==> src/rtl/breakpoint_unit_pkg.sv <==
// Shared definitions for the breakpoint unit: FSM state encodings and the
// default instruction address width.
package breakpoint_unit_pkg;

    // Default width of instruction addresses, breakpoint register and switches.
    localparam int unsigned DEBUG_ADDR_WIDTH = 16;

    // Breakpoint FSM state encodings (kept as plain constants for legacy tools).
    localparam logic [1:0] BP_DISABLED = 2'd0;
    localparam logic [1:0] BP_ARMED    = 2'd1;
    localparam logic [1:0] BP_HIT      = 2'd2;
    localparam logic [1:0] BP_SKIP     = 2'd3;

    // Width of the optional pass counter.
    localparam int unsigned PASS_COUNT_WIDTH = 8;

endpackage

==> src/rtl/btn_sync_edge.sv <==
// Push-button conditioner: two-flop synchroniser followed by a registered
// rising-edge detector. A button held closed yields exactly one clock-wide
// pulse, registered on the third rising edge after the button is first sampled
// closed.
module btn_sync_edge (
    input  logic clk,
    input  logic rst_n,
    input  logic btn,
    output logic pulse
);

    logic sync1_q;
    logic sync2_q;
    logic prev_q;
    logic pulse_q;

    // Synchronise the button, remember the previous level, register the edge.
    always_ff @(posedge clk or negedge rst_n) begin
        if (!rst_n) begin
            sync1_q <= 1'b0;
            sync2_q <= 1'b0;
            prev_q  <= 1'b0;
            pulse_q <= 1'b0;
        end else begin
            sync1_q <= btn;
            sync2_q <= sync1_q;
            prev_q  <= sync2_q;
            pulse_q <= sync2_q & ~prev_q;
        end
    end

    assign pulse = pulse_q;

endmodule

==> src/rtl/breakpoint_unit.sv <==
// Single hardware breakpoint. Holds one operator-set breakpoint address and
// compares it with every fetched instruction address; on a match it requests
// a halt (o_breakpointHitN low) until the operator presses continue, then
// re-arms once execution has moved off the breakpoint address.
// Optional feature macro: BREAKPOINT_PASS_COUNT_EN adds i_passCount and a
// counter of matches to skip before halting.
module breakpoint_unit
    import breakpoint_unit_pkg::*;
#(
    parameter int unsigned ADDR_WIDTH = DEBUG_ADDR_WIDTH
) (
    input  logic                  i_clk,
    input  logic                  i_resetn,
    input  logic                  i_breakpointEnableN,
    input  logic                  i_fetchValid,
    input  logic [ADDR_WIDTH-1:0] i_addr,
    input  logic [ADDR_WIDTH-1:0] i_swBpAddr,
    input  logic                  i_btnSetBp,
    input  logic                  i_btnContinue,
`ifdef BREAKPOINT_PASS_COUNT_EN
    input  logic [7:0]            i_passCount,
`endif
    output logic                  o_breakpointHitN,
    output logic                  o_bpArmed,
    output logic [ADDR_WIDTH-1:0] o_bpAddr
);

    // ------------------------------------------------------------------
    // Input conditioning
    // ------------------------------------------------------------------
    logic en_n_sync1_q;
    logic en_n_sync2_q;
    logic set_pulse;
    logic cont_pulse;

    // Enable switch is a level; a plain two-flop synchroniser is enough.
    always_ff @(posedge i_clk or negedge i_resetn) begin
        if (!i_resetn) begin
            en_n_sync1_q <= 1'b0;
            en_n_sync2_q <= 1'b0;
        end else begin
            en_n_sync1_q <= i_breakpointEnableN;
            en_n_sync2_q <= en_n_sync1_q;
        end
    end

    btn_sync_edge u_set_btn (
        .clk   (i_clk),
        .rst_n (i_resetn),
        .btn   (i_btnSetBp),
        .pulse (set_pulse)
    );

    btn_sync_edge u_cont_btn (
        .clk   (i_clk),
        .rst_n (i_resetn),
        .btn   (i_btnContinue),
        .pulse (cont_pulse)
    );

    // ------------------------------------------------------------------
    // State
    // ------------------------------------------------------------------
    logic [1:0]            state_q, state_d;
    logic                  hit_n_q, hit_n_d;
    logic                  bp_valid_q, bp_valid_d;
    logic [ADDR_WIDTH-1:0] bp_addr_q, bp_addr_d;

    logic en;
    logic addr_eq;
    logic match;

    // Breakpoints only operate once an address has been latched.
    assign en      = ~en_n_sync2_q & bp_valid_q;
    assign addr_eq = (i_addr == bp_addr_q);
    assign match   = i_fetchValid & addr_eq;

`ifdef BREAKPOINT_PASS_COUNT_EN
    logic [PASS_COUNT_WIDTH-1:0] pass_q, pass_d;

    // Matches still to be skipped before the next halt.
    always_ff @(posedge i_clk or negedge i_resetn) begin
        if (!i_resetn) begin
            pass_q <= '0;
        end else begin
            pass_q <= pass_d;
        end
    end
`endif

    // Next-state logic: set beats disable, disable beats continue and match.
    always_comb begin
        state_d    = state_q;
        bp_valid_d = bp_valid_q;
        bp_addr_d  = bp_addr_q;
`ifdef BREAKPOINT_PASS_COUNT_EN
        pass_d     = pass_q;
`endif
        if (set_pulse) begin
            bp_addr_d  = i_swBpAddr;
            bp_valid_d = 1'b1;
`ifdef BREAKPOINT_PASS_COUNT_EN
            pass_d     = i_passCount;
`endif
            state_d    = en_n_sync2_q ? BP_DISABLED : BP_ARMED;
        end else if (!en) begin
            state_d = BP_DISABLED;
        end else begin
            unique case (state_q)
                BP_DISABLED: state_d = BP_ARMED;
                BP_ARMED: begin
                    if (match) begin
`ifdef BREAKPOINT_PASS_COUNT_EN
                        if (pass_q != '0) begin
                            pass_d  = pass_q - 8'd1;
                            state_d = BP_SKIP;
                        end else begin
                            state_d = BP_HIT;
                        end
`else
                        state_d = BP_HIT;
`endif
                    end
                end
                BP_HIT: begin
                    if (cont_pulse) begin
                        state_d = BP_SKIP;
                    end
                end
                BP_SKIP: begin
                    // Re-arm only once execution has left the breakpoint address.
                    if (i_fetchValid && !addr_eq) begin
                        state_d = BP_ARMED;
                    end
                end
                default: state_d = BP_DISABLED;
            endcase
        end
        hit_n_d = (state_d != BP_HIT);
    end

    // State registers; async reset also drops the halt request immediately.
    always_ff @(posedge i_clk or negedge i_resetn) begin
        if (!i_resetn) begin
            state_q    <= BP_DISABLED;
            hit_n_q    <= 1'b1;
            bp_valid_q <= 1'b0;
            bp_addr_q  <= '0;
        end else begin
            state_q    <= state_d;
            hit_n_q    <= hit_n_d;
            bp_valid_q <= bp_valid_d;
            bp_addr_q  <= bp_addr_d;
        end
    end

    assign o_breakpointHitN = hit_n_q;
    assign o_bpArmed        = (state_q == BP_ARMED);
    assign o_bpAddr         = bp_addr_q;

endmodule

==> config.mk <==
export PLATFORM = sky130hd
export DESIGN_NAME = breakpoint_unit
export DESIGN_NICKNAME = d
export VERILOG_FILES = /design/src/rtl/breakpoint_unit_pkg.sv /design/src/rtl/btn_sync_edge.sv /design/src/rtl/breakpoint_unit.sv
export SDC_FILE = /design/constraint.sdc
export NUM_CORES = 1
export LEC_CHECK = 0
export CORE_AREA = 2 2 68 70
export DETAILED_ROUTE_END_ITERATION = 6
export DIE_AREA = 0 0 70 72
export PLACE_DENSITY = 0.6
export SYNTH_ARGS = -nofsm -noshare
export SYNTH_HDL_FRONTEND = slang
export SYNTH_HIERARCHICAL = 1
export SYNTH_SLANG_ARGS = --single-unit
==> constraint.sdc <==
create_clock -name i_clk -period 1.45 [get_ports i_clk]
set_input_delay 0.435 -clock i_clk [delete_from_list [all_inputs] [get_ports i_clk]]
set_output_delay 0.435 -clock i_clk [all_outputs]
set_load 0.05 [all_outputs]
* Word-level counts from Yosys, hierarchy flattened *
Index checks and enable logic that the tools add are counted.

storage, ports and cells
  register bits = 30
  output and inout port bits = 18

operators by class
  equality and inequality tests = 5
  mux-type cells = 7
  bitwise gates (word level) = 7
  reduce and logical (&&, ||, !) cells = 3

operators with widths
  operator                                                          count
  16-bit == test                                                    1
  2-bit 2-to-1 mux                                                  5
  2-bit case mux with 4 select lines                                1
  1-bit AND                                                         4
  2-bit == test (second input constant)                             2
  1-bit inverter                                                    3
  2-bit by 1-bit == test with 1-bit output (second input constant)  1
  2-bit logical NOT                                                 1
  2-bit inequality test (second input constant)                     1
  1-bit logical AND                                                 1
  1-bit logical NOT                                                 1
  1-bit 2-to-1 mux                                                  1

* Logic depth before layout (Yosys ltp) *
Gate-level depths: netlist (run 1).

  word-level depth = 8
  gate-level depth with buffers = 4
  mapped depth without buffers = 4

* Hierarchy *
Netlist (run 1), hierarchy kept.

modules (own cells, without submodules)
  module           instances  cells each  area each (µm²)  seq. area each (µm²)
  breakpoint_unit  1          80          1024.7           551.8
  btn_sync_edge    2          5           113.9            100.1

* Least setup slack after synthesis (run 1) *
OpenSTA, ideal clock, no wires.

  path type = reg-to-reg
  from = register bp_addr_q[10], in the netlist o_bpAddr[10]
  to = register state_q[0]
  library setup time = 0.121 ns
  arrival time = 1.594 ns
  data required time = 1.329 ns
  path slack = -0.266 ns
  cell stages (with the launch flop) = 5
  buffers on the path = 0
  path through = dfrtp_1 > xnor2_1 > nand4_1 > or4_1 > o22a_1

between the ends
  longest elaborated chain between the ends = 7
  elaborated cells on any way between the ends = 9

ends and longest elaborated chain
  item                                    RTL line                source
  start, declared                         breakpoint_unit.sv:67   logic [ADDR_WIDTH-1:0] bp_addr_q, bp_addr_d;
  start signal, assigned                  breakpoint_unit.sv:153  bp_addr_q <= bp_addr_d;
  16-bit == test (*)                      breakpoint_unit.sv:75   assign addr_eq = (i_addr == bp_addr_q);
  1-bit logical NOT                       breakpoint_unit.sv:132  if (i_fetchValid && !addr_eq) begin
  1-bit logical AND                       breakpoint_unit.sv:132
  2-bit 2-to-1 mux                        breakpoint_unit.sv:132
  2-bit case mux with 4 select lines (*)  breakpoint_unit.sv:109  unique case (state_q)
  2-bit 2-to-1 mux (*)                    breakpoint_unit.sv:106  end else if (!en) begin
  2-bit 2-to-1 mux (*)                    breakpoint_unit.sv:99   if (set_pulse) begin
  via state_d[0]                          breakpoint_unit.sv:64   logic [1:0] state_q, state_d;
  end signal, assigned                    breakpoint_unit.sv:150  state_q <= state_d;
  end, declared                           breakpoint_unit.sv:64

The timed path passes the listed nets; every way through them passes the cells marked *.
A chain may end at the register's enable or synchronous reset.

* Worst setup path after layout (run 1) *
  from = input port i_addr[1]
  to = register state_q[0]

between the ends
  longest elaborated chain between the ends = 7
  elaborated cells on any way between the ends = 9

ends and longest elaborated chain
  item                                    RTL line                source
  start, declared                         breakpoint_unit.sv:16   input logic [ADDR_WIDTH-1:0] i_addr,
  16-bit == test (*)                      breakpoint_unit.sv:75
  1-bit logical NOT                       breakpoint_unit.sv:132
  1-bit logical AND                       breakpoint_unit.sv:132
  2-bit 2-to-1 mux                        breakpoint_unit.sv:132
  2-bit case mux with 4 select lines (*)  breakpoint_unit.sv:109
  2-bit 2-to-1 mux (*)                    breakpoint_unit.sv:106
  2-bit 2-to-1 mux (*)                    breakpoint_unit.sv:99
  via state_d[0]                          breakpoint_unit.sv:64

Marks and branches as above.

==> impl_results.md, run 1 <==
- Synthesized Nets: 128
- Worst reg-to-reg path cell count: 4
- CTS Root Buffer Type: clkbuf_8
- FP Rows: 24
- # diodes: 0
- Largest family of logic cells by synthesized area: multiplexers
- Ports: 56
- Vias after detailed routing: 1003
- Multi-input gate area in the final layout: 553 um2
- # setup viols final: 0
- Post-route clock skew: 0.00584 ns
- Vias in the first global route: 1118
- Synth-to-layout area growth: 94.6%
- Maximum Capacitance Violations: 0
- Pleak: 1.05 nW
- Ys Warns: 6
- Final Util: between 50% and 60%
- CP arrival: 1.60 ns
- Register area: 771 um2
- Synth area leader: dfrtp_1
- Max clock buf depth: 2
- Flops & latches, synth: 30
- Main area contributors after synthesis: dfrtp_1, mux2_2, xnor2_1, nor2b_4, dfstp_2
- Setup slack, reg-to-reg: 0.02 ns
- Iteration-0 DRC Markers: 32
- Cells after Synth: 90
- Die height: 72 um
- Adder-cell share of the synthesized area: 0%
- Worst slew margin: 87.6%
- Pwr Total: 2.90 mW
- Syn Std Cell Area: 1250 um2
- Hold_sp: u_set_btn/sync1_q
- Design Area, Final: roughly 2400 um2
- Most frequent cell after synthesis: dfrtp_1
- Layout net count: 214
- Placed wire-length estimate: 2.22 mm
- Area share of the largest cell type after synthesis: between 50 and 60%
- Mux contribution to synthesized area: 14.4%
- Initial antenna violation count: 0
- Synth Area in Compound Gates: ~2.7%
- Core ar.: 4260 um2
- First-pass GRT wire length: 4.96 mm
- Clk sinks: 30
- Filler cells: 353
- Port buffer count: 55
- Placer congestion estimate: 0.687
- Worst-margin pin slew: 0.185 ns
- Synth Area in Simple Gates: 10.9%
- Initial Utilization: 29.4%
- Power Dens Cells: 1190 nW/um2
- Synth cell count leaders: dfrtp_1, mux2_2, xnor2_1
- RSZ-0062 raised after global routing: true
- Period utilisation layout: 98.9%
- Layout cells sized above 1: a little over half
- Area after DPL: approximately 2200 um2
- Status: completed
- GRT overflow: 0
- Count of pins over their slew limit: 0
- Library cells used by synthesis: 21
- Worst skew pair latency: ~0.28 ns
- Post-Synth XOR/XNOR Area: 11.2%
- Worst vdd ir: between 500 and 600 uV
- TritonCTS Buffers: 5
- TritonRoute pass-1 iters: 4
- CP required: 1.62 ns
- Vias/cell: 4.38
- Post-DRT Antenna Nets: 0
- Drt total wl: roughly 2.9 mm
- Largest net degree at the start of global routing: 31
- Cells after DPL: 214
- Top_reg_cell synth: dfrtp_1
- CP max FO: 3
- Critical setup path kind: primary input to flip-flop
- Time the worst path needs with I/O delays and setup: 1.43 ns
- Hold-fix buffers, CTS: 0
- Asr flop ratio synth: 100%
- Number of synthesized flops with an enable pin: 0
- Drt wl/cell: 12.8 um
- Syn avg cell area: 13.9 um2
- Fmax: 697 MHz
- Worst path cell trace: dlygate4sd2_1, xnor2_2, nand4_1, or4_1, o22a_1
- Die X: ~70 um
- Sum Neg Setup Slack: 0 ns
- TritonCTS clock tree: built
- Final std cells w/o fill: 229
- Max FFs per register: 16
- Sequential share of the synthesized area: 60.0%
- Hold Fails Final Rpt: 0
- DRC: 0
- CTS H-tree lvls: 2
- R2R Path End: state_q[0]
- GRT Overall Usage: 13.0%
- Critical Path Max Stage Delay: 0.42 ns
- R2r startpoint: o_bpAddr[11]
- Startpoint type of the worst setup path: primary input
- Worst hold stages: 0
- Crit path capture type: flip-flop
- Hold crit path type: flip-flop to flip-flop
- Die Area: 5040 um2
- Critical path's slowest cell: or4_1
- Hold endpoint: u_set_btn/sync2_q
- Worst-path clk slew: around 0.06 ns
-- power by group --
part / internal [mW] / total (mW) / switching (mW)
clock network: 0.559 / 0.858 / 0.299
logic: 0.590 / 1.04 / 0.448
registers: 0.931 / 1.00 / 0.0732
-- cells in the final DEF, fill, tap and decap left out, drive strengths merged --
master and count:
and2b 1, or3 1, dlygate4sd2 17, o21ai 2, nand2b 1, buf 44, bufinv 1, clkbuf 7
o22a 1, nor2b 3, nor2 2, a21boi 1, dfrtp 29, xnor2 16, nand3 4, or4 2
nand4 3, or2 1, dfstp 1, o31ai 1, mux2 16, clkdlybuf4s50 20, nor3b 1, nand2 2
-- through the flow --
stage / hold WS, ns / worst slack [ns]
floorplan: 0.139 / -0.0854
global placement: 0.333 / -0.448
CTS: 0.359 / -0.0962
detailed placement: 0.338 / -0.470
finish: 0.354 / 0.0160
global route: 0.366 / -0.0513
-- final cells by class --
cell class	instances	share of cell area (%)
clock buffer	7	3.54
clock inverter	1	1.23
multi-input combinational	58	22.7
sequential	30	31.6
tap	52	2.67
timing repair buffer	81	38.2
-- critical path: cells and delay by family --
| family | cells | cell delay, ns |
|---|---|---|
| xor gates and xnor gates | 1 | 0.15 |
| and+or+nand+nor | 2 | 0.57 |
| AOI/OAI and AO/OA | 1 | 0.17 |
| buffers and inverters | 1 | 0.27 |
-- metal layers --
metal	part of all wire, %	vias to the layer above	track usage, %
li1	-	486	-
met1	37	470	14.2
met2	50	42	20.4
met3	11	5	8.06
met4	1.3	0	5.13
met5	0	-	0
-- worst max-delay path by stage --
stage | start | to | slack (ns) | cells after the start
finish | i_addr[1] | state_q[0] | 0.02 | 5
global route | o_bpAddr[11] | state_q[0] | -0.05 | 4
CTS | o_bpAddr[11] | state_q[0] | -0.1 | 4
detailed placement | i_addr[11] | state_q[0] | -0.47 | 5
global placement | i_addr[11] | state_q[0] | -0.45 | 5
floorplan | o_bpAddr[12] | state_q[0] | -0.09 | 4
-- kinds of logic after synthesis --
family | Yosys count
flip-flops | 30
AND/OR/NAND/NOR | 21
XOR/XNOR | 16
multiplexers | 16
AO/OA/AOI/OAI | 5
buffers and inverters | 2
-- repair_timing --
item | in CTS | in global routing
buffers inserted | 3 | 4
pin swaps | 22 | 5
resized for setup | 21 | 10
endpoints found under the setup margin | 4 | 6
No activity file was read; power rests on OpenSTA's default activity.
==> run 2: changes to the inputs <==
--- a/config.mk
+++ b/config.mk
@@ -8,7 +8,6 @@
 export CORE_AREA = 2 2 68 70
 export DETAILED_ROUTE_END_ITERATION = 6
 export DIE_AREA = 0 0 70 72
-export PLACE_DENSITY = 0.6
 export SYNTH_ARGS = -nofsm -noshare
 export SYNTH_HDL_FRONTEND = slang
 export SYNTH_HIERARCHICAL = 1
==> results of run 2 <==
No change in the layout: final DEF, timing and power equal those of run 1.
==> run 3: changes to the inputs <==
--- a/config.mk
+++ b/config.mk
@@ -5,6 +5,7 @@
 export SDC_FILE = /design/constraint.sdc
 export NUM_CORES = 1
 export LEC_CHECK = 0
+export CAP_MARGIN = 5
 export CORE_AREA = 2 2 68 70
 export DETAILED_ROUTE_END_ITERATION = 6
 export DIE_AREA = 0 0 70 72
==> results of run 3 <==
No change in the layout: final DEF, timing and power equal those of run 1.
